File: src/rtl/note_sequencer.sv
// ---------------------------------------------------------------------------
// note_sequencer
//
// Steps through a pattern memory of note words and plays them one at a time
// through an external duration counter. Each memory word holds an end flag,
// a 5-bit duration and a pitch. A note lasts duration+1 time-base ticks; a
// pitch of zero is a rest, so the gate stays low. An end word either restarts
// the pattern from address 0 (i_loop=1) or finishes playback with a one-cycle
// o_end pulse (i_loop=0). The end word itself is never played.
//
// State table
//   state  | meaning
//   IDLE   | stopped, address parked at 0, waiting for i_start
//   FETCH  | address presented to the pattern memory, data arrives next cycle
//   DECODE | memory word valid: end marker handling or latch duration/pitch
//   LOAD   | wait for the counter to be free, load it on the next tick
//   PLAY   | note sounding until the counter reports done
//
// Ports
//   i_clk          clock, all state changes on the rising edge
//   i_rst          asynchronous active-high reset
//   i_tick         one-cycle time-base pulse
//   i_start        start playback from address 0 (ignored while busy)
//   i_stop         abort playback, wins over every other input
//   i_loop         behaviour on an end marker: 1 restart, 0 stop
//   o_rom_addr     registered pattern-memory address
//   i_rom_data     pattern word {end, duration[4:0], pitch}
//   o_dur_enable   counter enable, follows i_tick combinationally
//   o_dur_load     counter load request
//   o_dur_value    duration to load into the counter
//   i_dur_done     counter done pulse
//   i_dur_running  counter running flag
//   o_pitch        current note pitch, holds outside PLAY
//   o_gate         note sounding
//   o_busy         high in every state except IDLE
//   o_end          one-cycle pulse when playback stops on an end marker
// ---------------------------------------------------------------------------
module note_sequencer #(
    parameter int ADDR_WIDTH  = 6,
    parameter int PITCH_WIDTH = 8
) (
    input  logic                   i_clk,
    input  logic                   i_rst,
    input  logic                   i_tick,
    input  logic                   i_start,
    input  logic                   i_stop,
    input  logic                   i_loop,
    output logic [ADDR_WIDTH-1:0]  o_rom_addr,
    input  logic [PITCH_WIDTH+5:0] i_rom_data,
    output logic                   o_dur_enable,
    output logic                   o_dur_load,
    output logic [4:0]             o_dur_value,
    input  logic                   i_dur_done,
    input  logic                   i_dur_running,
    output logic [PITCH_WIDTH-1:0] o_pitch,
    output logic                   o_gate,
    output logic                   o_busy,
    output logic                   o_end
);

    typedef enum logic [2:0] {
        IDLE   = 3'd0,
        FETCH  = 3'd1,
        DECODE = 3'd2,
        LOAD   = 3'd3,
        PLAY   = 3'd4
    } state_t;

    state_t                 state_q, state_d;
    logic [ADDR_WIDTH-1:0]  addr_q, addr_d;
    logic [4:0]             dur_q, dur_d;
    logic [PITCH_WIDTH-1:0] pitch_lat_q, pitch_lat_d;
    logic [PITCH_WIDTH-1:0] pitch_q, pitch_d;

    logic                   rom_end;
    logic [4:0]             rom_dur;
    logic [PITCH_WIDTH-1:0] rom_pitch;

    assign rom_end   = i_rom_data[PITCH_WIDTH+5];
    assign rom_dur   = i_rom_data[PITCH_WIDTH+4:PITCH_WIDTH];
    assign rom_pitch = i_rom_data[PITCH_WIDTH-1:0];

    always_ff @(posedge i_clk or posedge i_rst) begin
        if (i_rst) begin
            state_q     <= IDLE;
            addr_q      <= '0;
            dur_q       <= '0;
            pitch_lat_q <= '0;
            pitch_q     <= '0;
        end else begin
            state_q     <= state_d;
            addr_q      <= addr_d;
            dur_q       <= dur_d;
            pitch_lat_q <= pitch_lat_d;
            pitch_q     <= pitch_d;
        end
    end

    always_comb begin
        state_d     = state_q;
        addr_d      = addr_q;
        dur_d       = dur_q;
        pitch_lat_d = pitch_lat_q;
        pitch_d     = pitch_q;
        o_dur_load  = 1'b0;
        o_gate      = 1'b0;
        o_end       = 1'b0;

        // Stop overrides everything, including a pending start or done pulse.
        // The counter may keep running after an abort; LOAD waits it out.
        if (i_stop) begin
            state_d = IDLE;
            addr_d  = '0;
        end else begin
            case (state_q)
                IDLE: begin
                    addr_d = '0;
                    if (i_start) begin
                        state_d = FETCH;
                    end
                end
                FETCH: begin
                    state_d = DECODE;
                end
                DECODE: begin
                    if (rom_end) begin
                        addr_d = '0;
                        if (i_loop) begin
                            state_d = FETCH;
                        end else begin
                            state_d = IDLE;
                            o_end   = 1'b1;
                        end
                    end else begin
                        dur_d       = rom_dur;
                        pitch_lat_d = rom_pitch;
                        state_d     = LOAD;
                    end
                end
                LOAD: begin
                    // Load is held until the tick so the counter starts on the
                    // same time-base edge the note does.
                    o_dur_load = ~i_dur_running;
                    if (i_tick && !i_dur_running) begin
                        state_d = PLAY;
                        pitch_d = pitch_lat_q;
                    end
                end
                PLAY: begin
                    o_gate = |pitch_q;
                    if (i_dur_done) begin
                        addr_d  = addr_q + ADDR_WIDTH'(1);
                        state_d = FETCH;
                    end
                end
                default: begin
                    state_d = IDLE;
                    addr_d  = '0;
                end
            endcase
        end
    end

    assign o_rom_addr   = addr_q;
    assign o_dur_enable = i_tick;
    assign o_dur_value  = dur_q;
    assign o_pitch      = pitch_q;
    assign o_busy       = (state_q != IDLE);

endmodule

File: config.mk
export PLATFORM = sky130hd
export DESIGN_NAME = note_sequencer
export DESIGN_NICKNAME = d
export VERILOG_FILES = /design/src/rtl/note_sequencer.sv
export SDC_FILE = /design/constraint.sdc
export NUM_CORES = 1
export LEC_CHECK = 0
export CAP_MARGIN = 5
export CORE_AREA = 3 3 59 61
export CTS_BUF_LIST = sky130_fd_sc_hd__clkbuf_16
export DETAILED_ROUTE_END_ITERATION = 7
export DIE_AREA = 0 0 62 64
export HOLD_SLACK_MARGIN = 0.1
export PLACE_DENSITY = 0.86
export SYNTH_ARGS = -nofsm -noshare
export SYNTH_HDL_FRONTEND = slang
export SYNTH_SLANG_ARGS = --single-unit
File: constraint.sdc
create_clock -name i_clk -period 2.5 [get_ports i_clk]
set_clock_uncertainty 0.1 [all_clocks]
set_input_delay 0.25 -clock i_clk [delete_from_list [all_inputs] [get_ports i_clk]]
set_output_delay 0.25 -clock i_clk [all_outputs]
set_load 0.01 [all_outputs]
Word-level counts from Yosys, hierarchy flattened
Cells that the tools add are included.

storage, ports and cells
  latch bits = 0
  memories kept = 0
  bits in registers = 30
  ROM bits = 0
  RAM bits = 0
  output and inout port bits = 24
  bits of input ports = 22
  logic and storage cells = 47

operators by class
  $mul = 0
  multiplexer cells = 19
  $lt $le $gt $ge = 0
  bitwise operators = 3
  shifts and indexed selects = 0
  add/sub/neg operators = 1
  reduce and logical (&&, ||, !) cells = 10
  div/mod/pow operators = 0
  equality and inequality tests = 9

operators by type and width
  kind                                                   number
  2-to-1 mux 6 bit                                       3
  one-hot mux 6 bit (3 select lines)                     1
  2-to-1 mux 3 bit                                       5
  one-hot mux 3 bit (5 select lines)                     1
  inequality test 3 bit, second input constant           4
  AND reduction 3 bit                                    4
  2-to-1 mux 1 bit                                       9
  OR reduction 8 bit                                     1
  adder 6 x 1 -> 6 bit, second input constant            1
  == test 3 x 2 -> 1 bit, second input constant          2
  == test 3 x 1 -> 1 bit, second input constant          1
  == test 3 bit, second input constant                   1
  logical NOT 3 bit                                      1
  inverter 1 bit                                         3
  nonzero test 3 bit                                     1
  inequality test 2 x 1 -> 1 bit, second input constant  1
  OR reduction 2 bit                                     1
  logical AND 1 bit                                      1
  logical NOT 1 bit                                      1

Logic depth before layout (Yosys ltp)
Gate-level depths: netlist of run 1.

  depth after elaboration = 5
  mapped depth = 5
  mapped depth without buffers = 5

Least setup slack after synthesis of run 1
Ideal clock, no wire load.

  path type = register to register
  from = register state_q[2]
  to = register dur_q[0] (netlist: o_dur_value[0])
  clock period less this slack = 1.652 ns
  library setup time = 0.125 ns
  path slack = 0.848 ns
  cell stages (with the launch flop) = 6
  arrival = 1.428 ns
  path through = dfrtp_1 > buf_2 > nand2b_4 > nor4_4 > buf_6 > mux2_2

on the way
  word-level cells in the longest chain between the ends = 2

ends and longest elaborated chain
  element                               line  source
  from (decl)                           69    state_t state_q, state_d;
  from (signal assigned)                91    state_q <= state_d;
  == test 3 x 2 -> 1 bit                115   case (state_q)
  AND reduction 3 bit (no source line)  -
  to (signal assigned)                  93    dur_q <= dur_d;
  to (decl)                             71    logic [4:0] dur_q, dur_d;

No other way between the ends.
A chain may end at the register's enable or synchronous reset.

Worst setup path after layout of run 1
  from = register state_q[0]
  to = output o_gate

on the way
  word-level cells in the longest chain between the ends = 3

ends and longest elaborated chain
  element           line  source
  == test 3 bit     115
  2-to-1 mux 1 bit  115
  2-to-1 mux 1 bit  111   if (i_stop) begin
  to (decl)         56    output logic o_gate,

No other way between the ends.

==> results of run 1 <==
-- worst min path at each step --
stage / start / end / slack, ns / depth (start not counted)
floorplan: i_rst / o_dur_value[0] / 0.24 / 1
global placement: o_rom_addr[4] / o_rom_addr[4] / 0.38 / 1
detailed placement: o_dur_value[2] / o_dur_value[2] / 0.39 / 1
CTS: i_rst / o_pitch[6] / 0.27 / 3
global route: i_rst / pitch_lat_q[3] / 0.31 / 3
finish: i_rst / pitch_lat_q[3] / 0.25 / 3
-- critical path: stages, from the launching register on --
cell and delay (ns):
dfrtp_1 0.53, nor4b_4 0.34, a21boi_0 0.24, clkdlybuf4s50_1 0.60
-- stage by stage --
stage | hold slack [ns] | total power, µW | setup WS, ns
detailed placement | 0.394 | 1000 | 0.318
global placement | 0.383 | 979 | 0.310
floorplan | 0.241 | 823 | 0.848
finish | 0.251 | 1540 | 0.175
global route | 0.306 | 1620 | 0.0777
CTS | 0.269 | 1560 | 0.180
-- placed cells by master, fill, tap and decap left out, types with 2 or more instances in the layout --
| cell type | instances |
|---|---|
| a21oi_1 | 3 |
| a31oi_1 | 2 |
| a41oi_1 | 2 |
| buf_4 | 4 |
| clkbuf_16 | 5 |
| clkdlybuf4s50_1 | 45 |
| clkinv_1 | 3 |
| dfrtp_1 | 30 |
| inv_1 | 4 |
| mux2_2 | 21 |
| mux2i_1 | 3 |
| nand2_1 | 9 |
| nand3_1 | 5 |
| nor2_1 | 4 |
| nor2b_1 | 3 |
| nor3_1 | 2 |
| nor4_1 | 2 |
| o21ai_0 | 2 |
-- logic make-up (layout without fill, tap and decap cells) --
family	count (synthesis)	in the layout	share of synthesized area (%)
AOI/OAI and AO/OA	15	15	7.49
muxes	24	24	18.3
DFF	30	30	51.7
buffers and inverters	10	61	4.82
and+or+nand+nor	37	37	16.8
adders and majority gates	1	1	0.861
-- final cells by class --
| cell class | instances | area (µm²) | area share, % |
|---|---|---|---|
| Tap cell | 44 | 55.1 | 2.66 |
| Clock inverter | 3 | 11.3 | 0.544 |
| Timing Repair Buffer | 49 | 480 | 23.2 |
| Inverter | 4 | 15.0 | 0.726 |
| Clock buffer | 5 | 125 | 6.05 |
| Multi-Input combinational cell | 77 | 632 | 30.5 |
| Sequential cell | 30 | 751 | 36.3 |
-- where the power goes --
group          switching (µW)  internal [µW]
logic                     120            212
registers                71.4            592
clock network             192            357
total                     383           1160
-- routing by layer --
| metal | routed length, µm | up-vias | track usage, % |
|---|---|---|---|
| met5 | 0 | - | 0 |
| met4 | 27 | 0 | 3.98 |
| met3 | 209 | 2 | 7.68 |
| met2 | 1820 | 38 | 31.5 |
| met1 | 1250 | 555 | 22.4 |
| li1 | - | 519 | - |
-- sequential cells by signal, summed over array words and instances (netlist names) --
signal,cells
o_pitch,8
pitch_lat_q,8
state_q,3
o_rom_addr,6
o_dur_value,5
==> metrics.cfg, run 1 <==
[pwr]
peakVddDrop_mv=0.606
pwr_density_cell_nw_per_um2=746
power_leakage_uw=0.000867

[drt]
viasPerCell=5.25
wl_mm=3.31
via_count=1114
wl_per_cell_um=15.6
drc=0
drt-pass1-iter-count=4
ant_nets=0
initialDrtViolationCount=59

[yosys]
synth_cell_type_count=37
synth_nets=140
syn_inst=117
synth_common_cells=30 x dfrtp_1, 21 x mux2_2, 9 x nand2_1, 5 x nand3_1
synth_top_area_share_pct=51.7
ys_ff_latch=30
yosysTopAreaCell=dfrtp_1
yosys_most_used_dff=dfrtp_1
synth.most_common_cell=dfrtp_1
synth_edf_count=0
synth_area_leaders=dfrtp_1 52%, mux2_2 16%, nand2_1 2.3%
synthArstFlopShare_pct=100
ys_seq_area_share_pct=51.7
yosysWarnings=0
postSynthAreaPerCell_um2=12.4
syn_area_um2=1450

[die]
start_util_pct=48.0
die_w_um=62
die_area_um2=3970
top_level_ports=46
fp.coreArea_um2=3030
core.rowCount=20
dieHeight_um=64

[finish]
diodes=0
finish.utilization_pct=68.3
drive_gt1_share_pct=23.8
final_cell_area_um2=2070
syn_to_final_growth_pct=42.5
finalNetCount=190
fill_cells=223
fin_cells=212

[worst_setup_path]
reg2regPathDepth=3
critPathLaunchType=register
reg2reg_to=o_pitch[5]
worst-path-max-fanout=10
reg2reg_slack_ns=0.72
cp-end-kind=primary output
arrival_ns=1.98
endpoint=o_gate
cp-startpoint=state_q[0]
worstSetupPathType=register to primary output
worstPathRequired_ns=2.15
regToRegStartpoint=state_q[0]

[sta]
period_share_pct=93.0
setup_tns_ns=0
setup_violations=0
final-hold-violation-count=0
drv_slew=0
tightest_slew_ns=0.434
max_slew_margin_pct=70.9
min_period_ns=2.33
clock.fmax_ghz=0.430
grt_setup_unrepaired=no

[cts]
root_buffer=clkbuf_16
insertion_delay_ns=0.27
cts_buffers=5
cts_tree=done
path_clk_slew_ns=0.05
holdBufCountCts=0
post_cts_resized=0
post-cts-setup-buffer-count=0
clock-sinks=30
clock_path_buffers=2
cts_max_level=2

[placed_design]
port_buffers=45
dp_hpwl_mm=2.46
place_area_um2=1930
placed_cells=204
place.gp.congestion=0.786

[grt]
antenna_found_initial=0
grt_overflow=0
grt_pass1_wl_mm=5.64
grt_start_max_net_pins=31
grt_pass1_vias=1186
track_usage_pct=18.9

[run_status]
outcome=completed

[run]
cap_viol_max_count=0

[worst_hold_path]
hold_path.class=input pin to asynchronous set/reset pin

(Power assumes the default switching activity.)
==> run 2, diff against run 1 <==
--- a/config.mk
+++ b/config.mk
@@ -6,12 +6,12 @@
 export NUM_CORES = 1
 export LEC_CHECK = 0
 export CAP_MARGIN = 5
-export CORE_AREA = 3 3 59 61
+export CORE_AREA = 3 3 69 71
 export CTS_BUF_LIST = sky130_fd_sc_hd__clkbuf_16
 export DETAILED_ROUTE_END_ITERATION = 7
-export DIE_AREA = 0 0 62 64
+export DIE_AREA = 0 0 72 74
 export HOLD_SLACK_MARGIN = 0.1
-export PLACE_DENSITY = 0.86
+export PLACE_DENSITY = 0.66
 export SYNTH_ARGS = -nofsm -noshare
 export SYNTH_HDL_FRONTEND = slang
 export SYNTH_SLANG_ARGS = --single-unit
==> metrics.cfg, run 2 (synthesized netlist as in run 1, its figures left out) <==
[worst_setup_path]
critPathLaunchType=register  ; unchanged
worstSetupPathType=register to primary output  ; unchanged
worst-path-max-fanout=10  ; unchanged
worstPathCellList=nor4b_4, a21boi_0, clkdlybuf4s50_1  ; unchanged
cp-end-kind=primary output  ; unchanged
critical_path.top_delay_family=buffers and inverters  ; unchanged
slowest_delay_ns=0.58  ; was 0.60 ns
critPathBufInv=1  ; unchanged
cp_slowest_cell=clkdlybuf4s50_1  ; unchanged
worstPathRequired_ns=2.15  ; about the same
arrival_ns=1.94  ; was 1.98 ns

[die]
die_area_um2=5330  ; was 3970 µm²
core.rowCount=24  ; was 20
die_w_um=72  ; was 62 µm
top_level_ports=46  ; unchanged
start_util_pct=33.8  ; was 48.0%
dieHeight_um=74  ; was 64 µm
fp.coreArea_um2=4290  ; was 3030 µm²

[grt]
grt_pass1_wl_mm=5.43  ; was 5.64 mm
grt_overflow=0  ; unchanged
met3_usage_pct=4.86  ; was 7.68%
grt_pass1_vias=1112  ; was 1186
grt_start_max_net_pins=31  ; unchanged
antenna_found_initial=0  ; unchanged
gr-usage-met1_pct=14.4  ; was 22.4%
use_met2_pct=24.2  ; was 31.5%
top_usage_layer=met2  ; unchanged
track_usage_pct=13.7  ; was 18.9%

[finish]
finish.utilization_pct=49.0  ; was 68.3%
layout_common_cells=45 x clkdlybuf4s50_1, 30 x dfrtp_1, 21 x mux2_2  ; unchanged
register_area_um2=751  ; unchanged
syn_to_final_growth_pct=44.7  ; was 42.5%
finalNetCount=190  ; unchanged
diodes=0  ; unchanged
multi_input_area_um2=632  ; unchanged
drive_gt1_share_pct=24.6  ; was 23.8%
fin_cells=219  ; was 212
fill_cells=386  ; was 223
mostFrequentLayoutCell=clkdlybuf4s50_1  ; unchanged
final_cell_area_um2=2100  ; was 2070 µm²

[cts]
cts_max_level=2  ; unchanged
cts_buffers=5  ; unchanged
root_buffer=clkbuf_16  ; unchanged
holdBufCountCts=0  ; unchanged
cts_tree=done  ; unchanged
clock-sinks=30  ; unchanged
path_clk_slew_ns=0.05  ; about the same
clock_path_buffers=2  ; unchanged
insertion_delay_ns=0.27  ; about the same
post_cts_resized=0  ; unchanged
post-cts-setup-buffer-count=0  ; unchanged

[placed_design]
placed_cells=212  ; was 204
dp_hpwl_mm=2.44  ; was 2.46 mm
port_buffers=45  ; unchanged
place_area_um2=1940  ; was 1930 µm²
place.gp.congestion=0.731  ; was 0.786

[sta]
max_slew_margin_pct=68.6  ; was 70.9%
final-hold-violation-count=0  ; unchanged
clock.fmax_ghz=0.438  ; was 0.430 GHz
min_period_ns=2.29  ; was 2.33 ns
tightest_slew_ns=0.469  ; was 0.434 ns
drv_slew=0  ; unchanged
period_share_pct=91.4  ; was 93.0%
setup_violations=0  ; unchanged
setup_tns_ns=0  ; unchanged
grt_setup_unrepaired=no  ; unchanged

[run]
cap_viol_max_count=0  ; unchanged

[drt]
viasPerCell=4.97  ; was 5.25
wl_per_cell_um=15.1  ; was 15.6 µm
via_count=1088  ; was 1114
drc=0  ; unchanged
initialDrtViolationCount=37  ; was 59
wl_mm=3.30  ; was 3.31 mm
drt-pass1-iter-count=4  ; unchanged
ant_nets=0  ; unchanged

[pwr]
pwr-share-clk_pct=40.0  ; was 35.6%
peakVddDrop_mv=0.453  ; was 0.606 mV
switching_share_pct=23.3  ; was 24.8%
seq_power_share_pct=40.2  ; was 43.0%
pwr_density_cell_nw_per_um2=783  ; was 746 nW/µm²
power_switching_uw=384  ; was 383 µW
intPower_uw=1260  ; was 1160 µW
combPwrFrac_pct=19.8  ; was 21.5%
power_leakage_uw=0.000878  ; was 0.000867 µW

[run_status]
outcome=completed  ; unchanged

[worst_hold_path]
hold_path.class=input pin to asynchronous set/reset pin  ; unchanged

[run 2: cell types whose count changed in the layout (fill, tap and decap cells not counted), sizes merged]
cell	before	now
clkinv	3	1
bufinv	0	1
[run 2: cell type report]
class	instances	area share, %
Multi-Input combinational cell	77	30.1
Inverter	4	0.714
Tap cell	52	3.10
Clock inverter	2	1.61
Timing Repair Buffer	49	22.9
Sequential cell	30	35.7
Clock buffer	5	5.95
[run 2: worst reg2reg max path: cells and delay by family, from the launching register on]
family	cells	cell delay, ns
simple gates	2	0.60
flops	1	0.59
mux	1	0.40
[run 2: through the flow]
| stage | power [µW] | setup WS [ns] | hold slack, ns |
|---|---|---|---|
| after floorplan | 823 | 0.848 | 0.241 |
| after global placement | 980 | 0.343 | 0.385 |
| after detailed placement | 1000 | 0.298 | 0.396 |
| after CTS | 1670 | 0.173 | 0.264 |
| after global routing | 1730 | 0.0550 | 0.289 |
| final | 1650 | 0.215 | 0.255 |
[run 2: power by group through the flow]
stage | Combinational (µW) | Clock (µW) | Sequential (µW)
global route | 354 | 699 | 675
global placement | 322 | 0 | 658
detailed placement | 331 | 0 | 671
CTS | 333 | 672 | 663
floorplan | 158 | 0 | 665
finish | 326 | 658 | 662
[run 2: final timing paths]
check                           cells past startpoint      startpoint  slack, ns             end
max in group asynchronous                           3           i_rst       1.76      o_pitch[6]
worst max-delay path                                3      state_q[0]       0.21          o_gate
worst max register to register                      3      state_q[0]       0.70      o_pitch[1]
min in group i_clk                                  1  o_dur_value[4]       0.40  o_dur_value[4]
worst min register to register                      1  o_dur_value[4]       0.40  o_dur_value[4]
worst min-delay path                                3           i_rst       0.25  o_dur_value[3]
[run 2: layer usage]
layer	wire length [µm]	vias to the layer above
met5	0	-
met4	78	0
met3	186	7
met2	1720	30
met1	1320	534
li1	-	517
